### config.mk
export PLATFORM = sky130hd
export DESIGN_NAME = seven_seg_scanner
export DESIGN_NICKNAME = d
export VERILOG_FILES = /design/src/rtl/seg_pkg.sv /design/src/rtl/seg_hex_decoder.sv /design/src/rtl/seven_seg_scanner.sv
export SDC_FILE = /design/constraint.sdc
export NUM_CORES = 1
export LEC_CHECK = 0
export ABC_AREA = 1
export CORE_MARGIN = 5
export CORE_UTILIZATION = 40
export CTS_BUF_LIST = sky130_fd_sc_hd__clkbuf_16
export CTS_CLUSTER_SIZE = 30
export DETAILED_ROUTE_END_ITERATION = 8
export PLACE_DENSITY_LB_ADDON = 0.05
export REMOVE_ABC_BUFFERS = 1
export SLEW_MARGIN = 30
export SYNTH_ARGS = -nofsm -noshare
export SYNTH_HDL_FRONTEND = slang
export SYNTH_SLANG_ARGS = --single-unit
### constraint.sdc
create_clock -name clk_in -period 2.7 [get_ports clk_in]
set_clock_uncertainty 0.15 [all_clocks]
set_input_delay 0.54 -clock clk_in [delete_from_list [all_inputs] [get_ports clk_in]]
set_output_delay 0.54 -clock clk_in [all_outputs]
set_load 0.03 [all_outputs]
### src/rtl/seg_pkg.sv
// Shared definitions for the multiplexed seven-segment scanner.
// Contents:
//   HEX_FONT    - 16-entry hex font, active-high, bit order {g,f,e,d,c,b,a}
//   SEG_OFF     - glyph with every segment dark (active-high)
//   counterWidth - bit width for a counter that must hold 0..n-1, at least 1
package seg_pkg;

  // Index 0 is the glyph for hex 0. The list is written from F down to 0
  // because the leftmost element of a packed array is the highest index.
  localparam logic [15:0][6:0] HEX_FONT = {
    7'h71,  // F
    7'h79,  // E
    7'h5E,  // d
    7'h39,  // C
    7'h7C,  // b
    7'h77,  // A
    7'h6F,  // 9
    7'h7F,  // 8
    7'h07,  // 7
    7'h7D,  // 6
    7'h6D,  // 5
    7'h66,  // 4
    7'h4F,  // 3
    7'h5B,  // 2
    7'h06,  // 1
    7'h3F   // 0
  };

  localparam logic [6:0] SEG_OFF = 7'h00;

  // $clog2 returns 0 for n <= 1, but every counter needs at least one bit.
  function automatic int counterWidth(input int n);
    int w;
    w = $clog2(n);
    return (w < 1) ? 1 : w;
  endfunction

endpackage

### src/rtl/seg_hex_decoder.sv
// Hex nibble to seven-segment glyph, purely combinational.
// Ports:
//   i_nibble - 4-bit hex value
//   o_glyph  - active-high segments {g,f,e,d,c,b,a}
// Output polarity is the caller's business.
module seg_hex_decoder
  import seg_pkg::*;
(
  input  logic [3:0] i_nibble,
  output logic [6:0] o_glyph
);

  assign o_glyph = HEX_FONT[i_nibble];

endmodule

### src/rtl/seven_seg_scanner.sv
// Multiplexed seven-segment display driver.
// Scans DIGITS hex digits, DIV clock cycles per digit. The display value is
// captured once per frame so a frame never mixes old and new digits.
// Ports:
//   clk_in      - system clock
//   rstn_in     - synchronous active-low reset
//   val_in      - hex nibbles, bits [3:0] belong to digit 0 (rightmost)
//   dp_in       - decimal-point request per digit
//   digit_en_in - per-digit enable, 0 keeps the digit dark
//   blank_lz_in - 1 blanks leading zeros (digit 0 is never blanked)
//   bright_in   - brightness, duty = (bright_in+1)/2^DIM_BITS
//   cat_out     - segments {g,f,e,d,c,b,a}, polarity per SEG_ACTIVE_LOW
//   dp_out      - decimal-point segment, polarity per SEG_ACTIVE_LOW
//   an_out      - digit select, one-hot in the polarity given by AN_ACTIVE_LOW
//   frame_out   - one-cycle pulse after a new frame's values were latched
module seven_seg_scanner
  import seg_pkg::*;
#(
  parameter int DIGITS         = 8,
  parameter int DIV            = 200000,
  parameter int DIM_BITS       = 4,
  parameter bit SEG_ACTIVE_LOW = 1'b1,
  parameter bit AN_ACTIVE_LOW  = 1'b1
) (
  input  logic                  clk_in,
  input  logic                  rstn_in,
  input  logic [4*DIGITS-1:0]   val_in,
  input  logic [DIGITS-1:0]     dp_in,
  input  logic [DIGITS-1:0]     digit_en_in,
  input  logic                  blank_lz_in,
  input  logic [DIM_BITS-1:0]   bright_in,
  output logic [6:0]            cat_out,
  output logic                  dp_out,
  output logic [DIGITS-1:0]     an_out,
  output logic                  frame_out
);

  localparam int CNT_W = counterWidth(DIV);
  localparam int IDX_W = counterWidth(DIGITS);

  localparam logic [CNT_W-1:0] CNT_LAST = CNT_W'(DIV - 1);
  localparam logic [IDX_W-1:0] IDX_LAST = IDX_W'(DIGITS - 1);

  // Pin levels for "nothing lit", with polarity applied.
  localparam logic [DIGITS-1:0] AN_IDLE  = AN_ACTIVE_LOW ? {DIGITS{1'b1}} : {DIGITS{1'b0}};
  localparam logic [6:0]        CAT_IDLE = SEG_ACTIVE_LOW ? ~SEG_OFF : SEG_OFF;
  localparam logic              DP_IDLE  = SEG_ACTIVE_LOW;

  logic [CNT_W-1:0]    r_cnt;
  logic [IDX_W-1:0]    r_idx;
  logic [DIM_BITS-1:0] r_pwm;

  logic [4*DIGITS-1:0] r_valSh;
  logic [DIGITS-1:0]   r_dpSh;
  logic [DIGITS-1:0]   r_enSh;
  logic                r_blankLzSh;
  logic [DIM_BITS-1:0] r_brightSh;

  logic [6:0]          r_cat;
  logic                r_dp;
  logic [DIGITS-1:0]   r_an;
  logic                r_frame;

  logic                w_slotEnd;
  logic                w_frameStart;
  logic [3:0]          w_nibble;
  logic [6:0]          w_glyph;
  logic [DIGITS-1:0]   w_blank;
  logic                w_zeroRun;
  logic [DIM_BITS-1:0] w_brightInv;
  logic                w_lit;
  logic [6:0]          w_segOn;
  logic [6:0]          w_catNext;
  logic                w_dpNext;
  logic [DIGITS-1:0]   w_anNext;

  assign w_slotEnd    = (r_cnt == CNT_LAST);
  assign w_frameStart = (r_cnt == '0) && (r_idx == '0);

  // Slot/digit/PWM counters, frame-start shadow capture and registered pins.
  // The PWM counter restarts with each slot so every digit sees the same
  // on/off pattern; the shadows only ever change at the very start of a frame.
  always_ff @(posedge clk_in) begin
    if (!rstn_in) begin
      r_cnt       <= '0;
      r_idx       <= '0;
      r_pwm       <= '0;
      r_valSh     <= '0;
      r_dpSh      <= '0;
      r_enSh      <= '0;
      r_blankLzSh <= 1'b0;
      r_brightSh  <= '0;
      r_cat       <= CAT_IDLE;
      r_dp        <= DP_IDLE;
      r_an        <= AN_IDLE;
      r_frame     <= 1'b0;
    end else begin
      if (w_slotEnd) begin
        r_cnt <= '0;
        r_pwm <= '0;
        r_idx <= (r_idx == IDX_LAST) ? '0 : r_idx + IDX_W'(1);
      end else begin
        r_cnt <= r_cnt + CNT_W'(1);
        r_pwm <= r_pwm + DIM_BITS'(1);
      end

      if (w_frameStart) begin
        r_valSh     <= val_in;
        r_dpSh      <= dp_in;
        r_enSh      <= digit_en_in;
        r_blankLzSh <= blank_lz_in;
        r_brightSh  <= bright_in;
      end

      r_cat   <= w_catNext;
      r_dp    <= w_dpNext;
      r_an    <= w_anNext;
      r_frame <= w_frameStart;
    end
  end

  assign w_nibble = r_valSh[{r_idx, 2'b00} +: 4];

  seg_hex_decoder u_decoder (
    .i_nibble (w_nibble),
    .o_glyph  (w_glyph)
  );

  // Leading-zero mask: walk from the most significant digit down, keeping
  // a running "everything so far is zero" flag. Digit 0 is never visited,
  // so a value of zero still shows a single "0".
  always_comb begin
    w_blank   = '0;
    w_zeroRun = 1'b1;
    for (int k = DIGITS - 1; k >= 1; k--) begin
      w_zeroRun  = w_zeroRun & (r_valSh[4*k +: 4] == 4'h0);
      w_blank[k] = r_blankLzSh & w_zeroRun;
    end
  end

  // A digit lights only when enabled, outside the guard cycle at the start of
  // its slot, and in the upper part of the PWM ramp; a larger brightness
  // lowers the threshold and widens the on-time.
  assign w_brightInv = ~r_brightSh;
  assign w_lit       = r_enSh[r_idx] && (r_cnt != '0) && (r_pwm >= w_brightInv);
  assign w_segOn     = w_blank[r_idx] ? SEG_OFF : w_glyph;

  // Next pin values with polarity applied; a blanked digit still shows its dp.
  always_comb begin
    w_catNext = CAT_IDLE;
    w_dpNext  = DP_IDLE;
    w_anNext  = AN_IDLE;
    if (w_lit) begin
      w_catNext = SEG_ACTIVE_LOW ? ~w_segOn : w_segOn;
      w_dpNext  = SEG_ACTIVE_LOW ? ~r_dpSh[r_idx] : r_dpSh[r_idx];
      w_anNext  = AN_ACTIVE_LOW ? ~(DIGITS'(1) << r_idx) : (DIGITS'(1) << r_idx);
    end
  end

  assign cat_out   = r_cat;
  assign dp_out    = r_dp;
  assign an_out    = r_an;
  assign frame_out = r_frame;

endmodule
==> metrics.md, run 1 <==
| Metric | Value |
|---|---|
| Largest net degree at the start of global routing | 44 |
| Reg-to-reg endpoint | cat_out[5] |
| CTS tree | built |
| Number of global-route vias before repair | 4,180 |
| Post-synthesis sequential element count | between 90 and 100 |
| Fmax | between 400 and 500 MHz |
| Drt first pass iters | 4 |
| GP Congestion | 0.8376 |
| Int Pwr | 0.002464 W |
| Worst endpoint required time | 2.76 ns |
| Synth cell count leaders | 149 x nand2_1, 121 x nor2_1, 95 x dfxtp_1 |
| Clk buf depth | 2 |
| Main synth FF type | dfxtp_1 |
| Top cells by area, synth | dfxtp_1 40%, nand2_1 12%, nor2_1 9.5% |
| Fin. Hold Viols | 0 |
| Reg2Reg Depth | 8 |
| Setup crit start kind | register |
| Post-synthesis sequential area ratio | 39.85% |
| Final Cycle Share | 80.56% |
| Relative slew slack | between 60% and 70% |
| Total congestion overflow | 0 |
| Yosys top cell area share | 39.85% |
| Post-Syn Instances | 677 |
| Port bufs | 71 |
| Worst Setup EP | cat_out[5] |
| Post-synth cell types | 33 |
| Drt initial violations | 212 |
| Total track usage | 16.78% |
| First-pass GRT wire length | 19,730 µm |
| CP Launch Point | r_idx[0] |
| Final ANT Viol Nets | 0 |
| DIE AREA | 14,210 µm² |
| Final Max Tran Viols | 0 |
| CTS root buf | clkbuf_16 |
| Detail Placement HPWL | 8291 µm |
| Final WL | 11,350 µm |
| Sequential share of power | roughly 47% |
| Post-CTS setup buffers | 0 |
| Via count | 4,274 |
| Count leader, synth | nand2_1 |
| Hold Crit Class | reg2reg |
| Synth Cell Area | 4772 µm² |
| Asr flop ratio synth | 0% |
| EDFF count, synth | 0 |
| Psw | 0.0009357 W |
| CTS sink cnt | 95 |
| Setup TNS | 0 ns |
| CP Class | reg2reg |
| Peak supply drop | roughly 0.00031 V |
| Core area | 11,560 µm² |
| Clock period minus worst slack | 2.175 ns |
| Initial antenna violation count | 0 |
| WL per Instance | about 13 µm |
| Syn Area/Cell | 7.049 µm² |
| Clock power share | 35.9% |
| Sw Ratio | 27.53% |
| RSZ-0062 raised after global routing | false |
| Ant diodes | 0 |
| Initial Util | between 40% and 50% |
| R2R Setup Slk | 0.52 ns |
| Post-route DRC | 0 |
| Final-report setup violation count | 0 |
| Standard-cell rows | 39 |
| Worst-path clk slew | 0.06 ns |
| Cts hold-fix bufs | 0 |
| Critical path fanouts, max | 26 |
| Max Cap Viol | 0 |
| Combinational share of power | between 10% and 20% |
| CP Capture Type | register |
| Synthesis-to-finish area growth | 22.50% |
| Total power | about 0.0034 W |
| H-tree depth | 3 |
| Die Wd | 119.2 µm |
| P_leak | 2.527 nW |
| Pin slew with the least headroom to its limit | 0.4629 ns |
| Area leader, netlist | dfxtp_1 |
| RR Startpoint | r_idx[0] |
| Final #Nets | roughly 820 |
| CP Data Arrival Time | 2.23 ns |
| Boundary pin count | 72 |
| Cts bufs inserted | 9 |
| Post-CTS sizing | 0 |
| PwrDens | 581.5 nW/µm² |
| Outcome | completed |
| Skew-Pair Late Insertion Delay | 0.34 ns |
| YS warnings | 0 |
| Vias per cell | roughly 4.8 |
| Die H | around 120 µm |
| Final hold slack | 0.3201 ns |
| Share of cells above drive strength 1 | 10.86% |
critical path, stage by stage (launching register included):
cell and delay, ns:
dfxtp_1 0.32, inv_2 0.33, nand2_1 0.11, nand3_1 0.17, nand2_1 0.15, nor2_1 0.12
nand4_1 0.23, nor2_2 0.35, nand3_1 0.11
worst min path at each step:
stage / start / depth (start not counted) / end
2_1_floorplan: r_pwm[0] / 1 / r_pwm[0]
5_1_grt: r_pwm[0] / 1 / r_pwm[0]
3_5_place_dp: r_pwm[0] / 1 / r_pwm[0]
6_report: r_pwm[0] / 1 / r_pwm[0]
4_1_cts: r_pwm[0] / 1 / r_pwm[0]
3_3_place_gp: r_pwm[0] / 1 / r_pwm[0]
logic make-up after synthesis:
logic type	synth area share [%]
DFF	39.85
adders and majority gates	4.982
xor gates and xnor gates	1.652
buffers and inverters	8.652
AOI/OAI and AO/OA	8.076
and+or+nand+nor	36.79
per-stage QoR:
step	util [%]	area (µm²)	setup WS (ns)	instances
3_5_place_dp	48.12	5565	0.4241	873
4_1_cts	50.55	5846	0.4842	889
5_1_grt	50.55	5846	0.3036	889
6_report	50.55	5846	0.5249	889
2_1_floorplan	-	4576	0.09059	649
3_3_place_gp	48.12	5565	0.4188	873
cell type report:
type | instances | area [µm²]
clock buffer | 9 | 225.2
sequential | 95 | 1902
clock inverter | 7 | 55.05
fill | 1189 | 5719
inverter | 57 | 216.5
timing repair buffer | 81 | 810.8
multi-input combinational | 497 | 2457
tap | 143 | 178.9
registers in the layout, summed over array words and instances (netlist names), 3 cells and up:
| register | count |
|---|---|
| r_valSh | 32 |
| r_cnt | 18 |
| an_out | 8 |
| r_dpSh | 8 |
| r_enSh | 8 |
| cat_out | 7 |
| r_brightSh | 4 |
| r_pwm | 4 |
| r_idx | 3 |
layout by cell type (no fill, tap or decap), types with 2 or more instances in the layout:
master,instances
nor2_2,50
buf_4,8
xnor2_1,3
ha_1,19
clkdlybuf4s50_1,71
o21ai_0,10
o21ai_1,50
nor3_1,3
buf_12,2
nor2_1,121
nand4_1,6
a21oi_1,15
xor2_1,6
dfxtp_1,95
nand3_1,54
clkinv_2,2
clkinv_1,3
clkbuf_16,9
inv_1,56
nand2_1,149
per-layer routing:
metal | wire [µm] | vias to the layer above | global-route usage [%]
li1 | - | 2251 | -
met1 | 5814 | 1916 | 23.97
met2 | 4812 | 95 | 24.83
met3 | 546 | 12 | 3.649
met4 | 172 | 0 | 6.083
met5 | 0 | - | 0
power groups by stage:
stage               sequential [W]  combinational, W  clock (W)
floorplan                  0.00160          0.000372          0
global placement           0.00162          0.000580          0
detailed placement         0.00162          0.000592          0
CTS                        0.00159          0.000597    0.00126
global route               0.00160          0.000676    0.00132
finish                     0.00159          0.000589    0.00122
No activity file was read; power rests on OpenSTA's default activity.
==> inputs of run 2 (changes only) <==
==> constraint.sdc (replaced) <==
create_clock -name clk_in -period 1.8 [get_ports clk_in]
set_clock_uncertainty 0.15 [all_clocks]
set_input_delay 0.36 -clock clk_in [delete_from_list [all_inputs] [get_ports clk_in]]
set_output_delay 0.36 -clock clk_in [all_outputs]
set_load 0.03 [all_outputs]
==> run 2 against run 1 <==
Against the previous run: power grew 65%; non-clock buffer count up 45; sequential power up 50%; highest routed layer unchanged; count of clock-buffer cells in the layout stayed put; largest power group unchanged; critical path type unchanged; die area did not move; setup slack got worse by 0.51 ns; register-to-register slack got worse by 0.51 ns; first-iteration DRC count up 5.2%; utilization grew 6.0 points; combinational power grew 78%; via count is 4.9% higher.
==> metrics.md, run 2 (synthesized netlist as in run 1, its figures left out) <==
| Metric | Value |
|---|---|
| Final-report setup violation count | 0 (unchanged) |
| Reg2Reg Depth | 11 (was 8) |
| Initial Util | 41.26% (unchanged) |
| RSZ-0062 raised after global routing | true (was false) |
| Outcome | completed (unchanged) |
| Int Pwr | 0.004090 W (was 0.002464 W) |
| Clock power share | 38.7% (was 35.9%) |
| Pin slew with the least headroom to its limit | 0.3279 ns (was 0.4629 ns) |
| WL per Instance | 12.97 µm (was 12.76 µm) |
| Final WL | 12,120 µm (was 11,350 µm) |
| WHS Path Cells | 2 (was 1) |
| GP Congestion | 0.8773 (was 0.8376) |
| Max reg flops | 32 (unchanged) |
| Standard-cell rows | 39 (unchanged) |
| Synthesis-to-finish area growth | 36.97% (was 22.50%) |
| CP Class | reg2reg (unchanged) |
| Final Cycle Share | 98.92% (was 80.56%) |
| CTS root buf | clkbuf_16 (unchanged) |
| Clock period minus worst slack | 1.781 ns (was 2.175 ns) |
| Vias per cell | 4.799 (was 4.808) |
| Die Wd | 119.2 µm (unchanged) |
| P_leak | 2.803 nW (was 2.527 nW) |
| CTS tree | built (unchanged) |
| Sw Ratio | 26.92% (was 27.53%) |
| Combinational share of power | 18.8% (was 17.3%) |
| Final ANT Viol Nets | 0 (unchanged) |
| Relative slew slack | 78.14% (was 69.11%) |
| Setup crit start kind | register (unchanged) |
| Skew-Pair Late Insertion Delay | 0.35 ns (was 0.34 ns) |
| Worst path cell trace | buf_6, or2_4, nand3_2, nand3_2, nand2_4, inv_4, ha_4, nand2_4, nand2_2, nand2_2, nand3_2 (was inv_2, nand2_1, nand3_1, nand2_1, nor2_1, nand4_1, nor2_2, nand3_1) |
| Fmax | 561.6 MHz (was 459.8 MHz) |
| Critical path fanouts, max | 5 (was 26) |
| Sequential share of power | 42.5% (was 46.8%) |
| Peak supply drop | 0.0003923 V (was 0.0003107 V) |
| Port bufs | 71 (unchanged) |
| Largest register by flop count | r_valSh (unchanged) |
| CP Depth | 11 (was 8) |
| CP Data Arrival Time | 1.86 ns (was 2.23 ns) |
| PnR worst setup slack | 0.01948 ns (was 0.5249 ns) |
| Slowest stage delay, CP | 0.38 ns (was 0.35 ns) |
| CP Capture Type | register (unchanged) |
| Post-route DRC | 0 (unchanged) |
| DIE AREA | 14,210 µm² (unchanged) |
| Commonest cells after routing, fill and taps aside | 135 x nand2_1, 115 x nor2_1, 91 x dfxtp_1 (was 149 x nand2_1, 121 x nor2_1, 95 x dfxtp_1) |
| Share of cells above drive strength 1 | 22.25% (was 10.86%) |
| Most common cell after layout, fill and taps aside | nand2_1 (unchanged) |
| Total congestion overflow | 0 (unchanged) |
| Most frequent CP cell | nand3_2 |
| Clk buf depth | 2 (unchanged) |
| Largest net degree at the start of global routing | 45 (was 44) |
| Number of global-route vias before repair | 4,451 (was 4,180) |
| Cts bufs inserted | 9 (unchanged) |
| First-pass GRT wire length | 20,430 µm (was 19,730 µm) |
| H-tree depth | 3 (unchanged) |
| Worst-path clk slew | 0.06 ns (about the same) |
| Cts hold-fix bufs | 0 (unchanged) |
| Via count | 4,482 (was 4,274) |
| Core area | 11,560 µm² (unchanged) |
| Drt first pass iters | 4 (unchanged) |
| Drt initial violations | 223 (was 212) |
| Finished Core Util | 56.52% (was 50.55%) |
| Initial antenna violation count | 0 (unchanged) |
| Psw | 0.001507 W (was 0.0009357 W) |
| Crit-path leading delay family | simple AND/OR/NAND/NOR gates (unchanged) |
| Ant diodes | 0 (unchanged) |
| Top Registers | r_valSh (32), r_cnt (18) (unchanged) |
| Worst endpoint required time | 1.88 ns (was 2.76 ns) |
| Final Max Tran Viols | 0 (unchanged) |
| Critical path buffer and inverter count | 2 (was 1) |
| Fin. Hold Viols | 0 (unchanged) |
| Hold Crit Class | reg2reg (unchanged) |
| Worst path slowest cell | dfxtp_4 (was nor2_2) |
| Max Cap Viol | 0 (unchanged) |
| Boundary pin count | 72 (unchanged) |
| Total power | 0.005596 W (was 0.003399 W) |
| Detail Placement HPWL | 8667 µm (was 8291 µm) |
| PwrDens | 856.2 nW/µm² (was 581.5 nW/µm²) |
| Final #Nets | 860 (was 815) |
| CTS sink cnt | 95 (unchanged) |
| Total track usage | 17.21% (was 16.78%) |
| Place WS | -0.2049 ns (was 0.4241 ns) |
| Die H | 119.2 µm (unchanged) |
run 2: cell count changes in the layout (fill, tap and decap cells not counted), moves of 6 or more:
cell,delta
buf_4,+36
clkdlybuf4s50_1,-17
dlygate4sd2_1,+17
nand2_1,-14
nand3_1,-12
nand3_2,+12
nand2_2,+10
ha_1,-7
nor2_1,-6
run 2: power groups by stage:
stage                     registers (W)  logic, W  clock network, W
after floorplan                 0.00240  0.000559                 0
after global placement          0.00242  0.000930                 0
after detailed placement        0.00242  0.000944                 0
after CTS                       0.00238  0.000986           0.00222
after global routing            0.00240   0.00119           0.00229
final                           0.00238   0.00105           0.00217
run 2: final timing paths:
check,start,to,slack (ns)
worst max-delay path,r_idx[0],cat_out[5],0.02
worst min-delay path,r_cnt[14],r_cnt[14],0.33
worst max register to register,r_idx[0],cat_out[5],0.02
worst min register to register,r_cnt[14],r_cnt[14],0.33
run 2: what timing repair did:
item	4_1_cts	5_1_grt
pin swaps	8	19
gates cloned	1	1
endpoints found under the setup margin	81	87
buffers inserted	2	5
gates resized for setup	47	42
run 2: layout make-up:
type                    count  area, µm²
clock buffers               9      225.2
clock inverters             7      111.4
fillers                  1103       5029
inverters                  57      230.2
multi-input cells         497       2673
flip-flops and latches     95       1909
well taps                 143      178.9
repair buffers            126       1209
run 2: worst reg2reg max path, stage by stage (launching register included):
cell	delay [ns]
dfxtp_4	0.38
buf_6	0.14
or2_4	0.22
nand3_2	0.07
nand3_2	0.08
nand2_4	0.13
inv_4	0.07
ha_4	0.17
nand2_4	0.08
nand2_2	0.06
nand2_2	0.06
nand3_2	0.07
run 2: through the flow:
step	TNS, ns	instance area [µm²]	hold WS [ns]	cells
after floorplan	-46.04	4576	0.2797	649
after global placement	-4.355	5861	0.3192	909
after detailed placement	-6.285	5861	0.3356	909
after CTS	0	6310	0.3505	928
after global routing	-0.3016	6536	0.3649	934
final	0	6536	0.3350	934
run 2: layer usage:
layer  routed length [µm]  global-route usage, %
met5                    0                      0
met1                 5986                  23.72
met3                  485                  3.223
met2                 5492                  26.88
met4                  154                  6.300
